--- src/rtl/uart_cmd_ctrl.sv ---
// Command-line controller: collects a line, matches it against a command table,
// dispatches the command id, waits for completion and reports OK/error via the printer.
module uart_cmd_ctrl #(
  parameter int CMD_MAX_LEN = 8,
  parameter int NUM_CMDS    = 2,
  // Entry i char j lives at bits [(i*CMD_MAX_LEN+j)*8 +: 8]: entry 0 "led", entry 1 "ping"
  parameter logic [NUM_CMDS*CMD_MAX_LEN*8-1:0] CMD_TABLE =
    {64'h00000000_676e6970, 64'h00000000_0064656c},
  parameter logic [7:0] TERM_CHAR = 8'h0D,
  parameter int RUN_TIMEOUT = 1000,
  parameter int STR_ID_W    = 2,
  parameter int OK_STR_ID   = 1,
  parameter int ERR_STR_ID  = 2
) (
  input  logic                clk,
  input  logic                rst,
  input  logic [7:0]          rx_data,
  input  logic                rx_valid,
  input  logic                start_done,
  input  logic                printer_done,
  output logic                printer_enable,
  output logic [STR_ID_W-1:0] printer_str_id,
  output logic                cmd_valid,
  output logic [2:0]          cmd_id,
  input  logic                cmd_done,
  output logic [1:0]          err_code,
  output logic                busy,
  output logic [7:0]          drop_count
);

  localparam int PTR_W  = $clog2(CMD_MAX_LEN + 1);
  localparam int LINE_W = CMD_MAX_LEN * 8;

  typedef enum logic [2:0] {WAIT_START, READ, MATCH, RUN, OK, ERROR} state_t;

  state_t             state, next_state;
  logic [LINE_W-1:0]  line_buf;
  logic [PTR_W-1:0]   ptr, ptr_dec;
  logic               ovf;
  logic [31:0]        timer;
  logic               match_found;
  logic [2:0]         match_idx;

  assign ptr_dec        = ptr - 1'b1;
  assign printer_enable = (state == OK) || (state == ERROR);
  assign printer_str_id = (state == OK)    ? STR_ID_W'(OK_STR_ID)  :
                          (state == ERROR) ? STR_ID_W'(ERR_STR_ID) : '0;

  // Full-line compare including zero padding; scanning downward makes the lowest index win
  always_comb begin
    match_found = 1'b0;
    match_idx   = '0;
    for (int i = NUM_CMDS - 1; i >= 0; i--) begin
      if (line_buf == CMD_TABLE[i*LINE_W +: LINE_W]) begin
        match_found = 1'b1;
        match_idx   = 3'(i);
      end
    end
  end

  always_ff @(posedge clk or posedge rst) begin
    if (rst) state <= WAIT_START;
    else     state <= next_state;
  end

  always_comb begin
    next_state = state;
    case (state)
      WAIT_START: if (start_done) next_state = READ;
      READ: begin
        if (rx_valid && rx_data == TERM_CHAR) begin
          if (ovf)            next_state = ERROR;
          else if (ptr != '0) next_state = MATCH;
        end
      end
      MATCH: next_state = match_found ? RUN : ERROR;
      RUN: begin
        if (cmd_done)
          next_state = OK;
        else if (RUN_TIMEOUT != 0 && timer == 32'(RUN_TIMEOUT - 1))
          next_state = ERROR;
      end
      OK, ERROR: if (printer_done) next_state = READ;
      default: next_state = WAIT_START;
    endcase
  end

  // Busy is registered so it reads 0 during reset yet tracks "not READ" afterwards
  always_ff @(posedge clk or posedge rst) begin
    if (rst) begin
      line_buf   <= '0;
      ptr        <= '0;
      ovf        <= 1'b0;
      timer      <= '0;
      cmd_valid  <= 1'b0;
      cmd_id     <= '0;
      err_code   <= '0;
      busy       <= 1'b0;
      drop_count <= '0;
    end else begin
      cmd_valid <= 1'b0;
      busy      <= (next_state != READ);
      if (rx_valid && state != READ && drop_count != 8'hFF)
        drop_count <= drop_count + 8'd1;
      case (state)
        READ: begin
          if (rx_valid) begin
            if (rx_data == TERM_CHAR) begin
              if (ovf) err_code <= 2'd1;
            end else if (rx_data == 8'h08 || rx_data == 8'h7F) begin
              if (ptr != '0) begin
                ptr <= ptr_dec;
                line_buf[int'(ptr_dec)*8 +: 8] <= 8'h00;
              end
            end else if (ptr != PTR_W'(CMD_MAX_LEN)) begin
              line_buf[int'(ptr)*8 +: 8] <= rx_data;
              ptr <= ptr + 1'b1;
            end else begin
              ovf <= 1'b1;
            end
          end
        end
        MATCH: begin
          if (match_found) begin
            cmd_id    <= match_idx;
            cmd_valid <= 1'b1;
            timer     <= '0;
          end else begin
            err_code <= 2'd2;
          end
        end
        RUN: begin
          if (!cmd_done) begin
            if (next_state == ERROR) err_code <= 2'd3;
            else                     timer    <= timer + 32'd1;
          end
        end
        OK, ERROR: begin
          if (printer_done) begin
            line_buf <= '0;
            ptr      <= '0;
            ovf      <= 1'b0;
          end
        end
        default: ;
      endcase
    end
  end

endmodule

--- config.mk ---
export PLATFORM = sky130hd
export DESIGN_NAME = uart_cmd_ctrl
export DESIGN_NICKNAME = d
export VERILOG_FILES = /design/src/rtl/uart_cmd_ctrl.sv
export SDC_FILE = /design/constraint.sdc
export NUM_CORES = 1
export LEC_CHECK = 0
export CAP_MARGIN = 25
export CORE_MARGIN = 2
export CORE_UTILIZATION = 30
export DETAILED_ROUTE_END_ITERATION = 8
export PLACE_DENSITY = 0.52
export RECOVER_POWER = 50
export SLEW_MARGIN = 0
export SYNTH_ARGS = -nofsm -noshare
export SYNTH_HDL_FRONTEND = slang
export SYNTH_SLANG_ARGS = --single-unit
--- constraint.sdc ---
create_clock -name clk -period 10.4 [get_ports clk]
set_input_delay 3.12 -clock clk [delete_from_list [all_inputs] [get_ports clk]]
set_output_delay 3.12 -clock clk [all_outputs]
set_load 0.005 [all_outputs]
==> impl_results.md <==
- Share of synthesized area spent on multiplexers: 0.867%
- Hold depth: 2
- Hpwl dp: 11,700 um
- Io pins: 32
- Synth cell count leaders: 117 x dfrtp_1, 101 x nand2_1, 53 x o31ai_1
- # diodes: 0
- Postcts setup bufs: 0
- CTS sink count: 117
- DR pass1 iterations: 4
- Die ar.: 22,300 sq um
- Global route total overflow: 0
- Simple-gate portion of the synthesized area: 23.4%
- Setup TNS: 0 ns
- Nets@finish: 699
- Power consumption: 0.00151 W
- Pwr Density: 205 nW/um^2
- Max Cap Viol: 1
- TritonCTS clock tree: yes
- Critical Path AT: 6.95 ns
- Syn_area_per_cell: 9.83 sq um
- Initial antenna violation count: 0
- Worst-margin pin slew: 2.25 ns
- Area share of the largest cell type after synthesis: 46.1%
- Global placement routability congestion: 0.882
- Post-Syn Instances: 646
- Die height: 149 um
- Fmax: 0.151 GHz
- DRC Markers: 0
- Setup Viol. Count Final: 0
- Hold Path End: line_buf[57]
- CTS Hold Buffers Added: 0
- Hold Fails Final Rpt: 0
- Max Used Layer: met4
- Wire length per cell: 17.8 um
- WS Path Type: primary input to flop
- Worst reg2reg setup slack: 7.12 ns
- Maximum VDD drop: 0.0895 mV
- Area post-placement: 6830 sq um
- First-pass GRT wire length: 27,700 um
- Worst setup EP type: flop
- Failing checks: max-capacitance violations, max-slew violations
- Slew headroom: -51.0%
- Max-slew violation count: 50
- Met3 Wirelength: 721 um
- TritonCTS Buffers: 17
- Resize count post-CTS: 0
- CP Max Fanout: 14
- Largest net degree at the start of global routing: 70
- Core area: 20,900 sq um
- Data required, critical path: 10.75 ns
- Synth top area cells: dfrtp_1 46%, o31ai_1 6.3%, nand2_1 6.0%, nor2_1 2.5%, o21ai_0 2.4%
- Yosys reg bits: 117
- Compound-Gate Fraction of Synth Area: 21.1%
- Status: finished, violations left
- Most common cell in the netlist: dfrtp_1
- Fraction of registers with async set/reset: 100%
- IO Port Bufs: 29
- Synth warn: 0
- Htree depth: 4
- Footprint of the multi-input gates: 3170 sq um
- Cell variety after synth: 71
- Row count: 53
- Die extent in x: 149 um
- Drt total wl: 17,100 um
- Dominant cell type by area after synthesis: dfrtp_1
- Static Leak: 2.97 nW
- Seq/Total Area, Yosys: 46.1%
- Dominant synthesized flop cell: dfrtp_1
- Clock Latency Late Sink: 0.41 ns
- Hold Slack: 0.467 ns
- Worst Skew: 0.00856 ns
- Vias in the first global route: 5,064
- RSZ-0062 raised after global routing: no
- Design area: 7350 sq um
- Vias: 5,235
- FILL cells: 2,124
- Worst Hold Launch: line_buf[57]
- Clock transition at path regs: 0.05 ns
- Iter 0 DRT Violations: 480
- Startpoint Class: primary input
- CTS Buffer Depth: 2
- Number of routed nets with antenna violations: 0
- Root Buffer: clkbuf_16
- Hold WC Path Type: flop to flop
- Worst r2r dst: line_buf[34]
- Met1 WL: 7480 um
- Drt via density: 5.45
- Largest family of logic cells by synthesized area: simple AND/OR/NAND/NOR gates
- Worst R2R Path Depth: 10
- GRT Util Overall: 16.1%
- Tmin final: 6.60 ns
- Register Area: 2930 sq um
- Post-Synth Adder-Cell Area: 2.17%
- Number of synthesized flops with an enable pin: 0
- Layout cells sized above 1: 9.48%
- Synth Area in XOR/XNOR: 2.60%
- Worst r2r src: ptr[0]
- Period utilization: 63.5%
- Initial core utilization: 30.4%
- Syn-to-layout area delta: 15.8%
- Cell Area, Synth: 6350 sq um
- WL met2: 8230 um
## state kept, by name, summed over array words and instances (netlist names)
name and flops:
ptr 4, drop_count 8, busy 1, timer 32, line_buf 64, state 3, err_code 2, cmd_id 1
cmd_valid 1, ovf 1
## worst max-delay path, cell delays in order
cell,delay (ns)
dlygate4sd3_1,0.58
or4_1,0.59
o22ai_1,1.00
mux2i_4,0.69
nand2_2,0.20
nor3_2,0.51
a22o_1,0.24
## routing by layer
layer,vias to the layer above,GRT usage [%]
met4,0,8.19
met3,38,3.41
met2,129,25.8
met1,2578,20.4
met5,-,0
li1,2490,-
## kinds of logic after synthesis
kind of cell               Yosys count
adders and majority gates           11
other                                1
AOI/OAI and AO/OA                  172
xor gates and xnor gates            18
muxes                                4
buffers and inverters               38
and+or+nand+nor                    285
DFF                                117
## where the power goes
| group | leakage (nW) | switching (W) | total (W) | internal (W) |
|---|---|---|---|---|
| clock | 0.271 | 0.000200 | 0.000551 | 0.000351 |
| combinational | 1.09 | 0.000271 | 0.000398 | 0.000127 |
| sequential | 1.60 | 0.0000508 | 0.000557 | 0.000506 |
| total | 2.97 | 0.000522 | 0.00151 | 0.000984 |
## cells in the final DEF, fill, tap and decap left out, drive strengths merged, types with 17 or more instances in the layout
cell         instances
dfrtp              117
nand2              103
o31ai               63
nor2                45
o21ai               43
clkbuf              28
nor3                24
nand4               20
nand3               20
nor4                18
a21oi               17
dlygate4sd3         17
## how the worst max path moves through the flow
| stage | from | end | slack, ns | cells after the start |
|---|---|---|---|---|
| floorplan | rst | busy | 4.18 | 1 |
| global placement | rx_data[1] | line_buf[2] | 4.21 | 7 |
| detailed placement | rx_data[0] | line_buf[0] | 4.13 | 7 |
| CTS | rx_data[0] | line_buf[7] | 4.56 | 7 |
| global route | rx_data[1] | line_buf[0] | 3.62 | 7 |
| finish | rx_data[1] | line_buf[7] | 3.80 | 7 |
## area by class of cell
class / instances / share of cell area [%]
sequential: 117 / 39.8
timing repair buffer: 32 / 4.20
clock inverter: 4 / 0.613
inverter: 14 / 0.766
tap: 275 / 4.68
multi-input combinational: 492 / 43.1
clock buffer: 27 / 6.84
## through the flow
stage	cells	util, %	setup slack, ns
finish	961	35.2	3.80
global route	961	35.2	3.62
CTS	961	35.3	4.56
detailed placement	930	32.7	4.13
global placement	930	32.7	4.21
floorplan	647	-	4.18
Note: power is estimated with default switching activity, not from simulation.
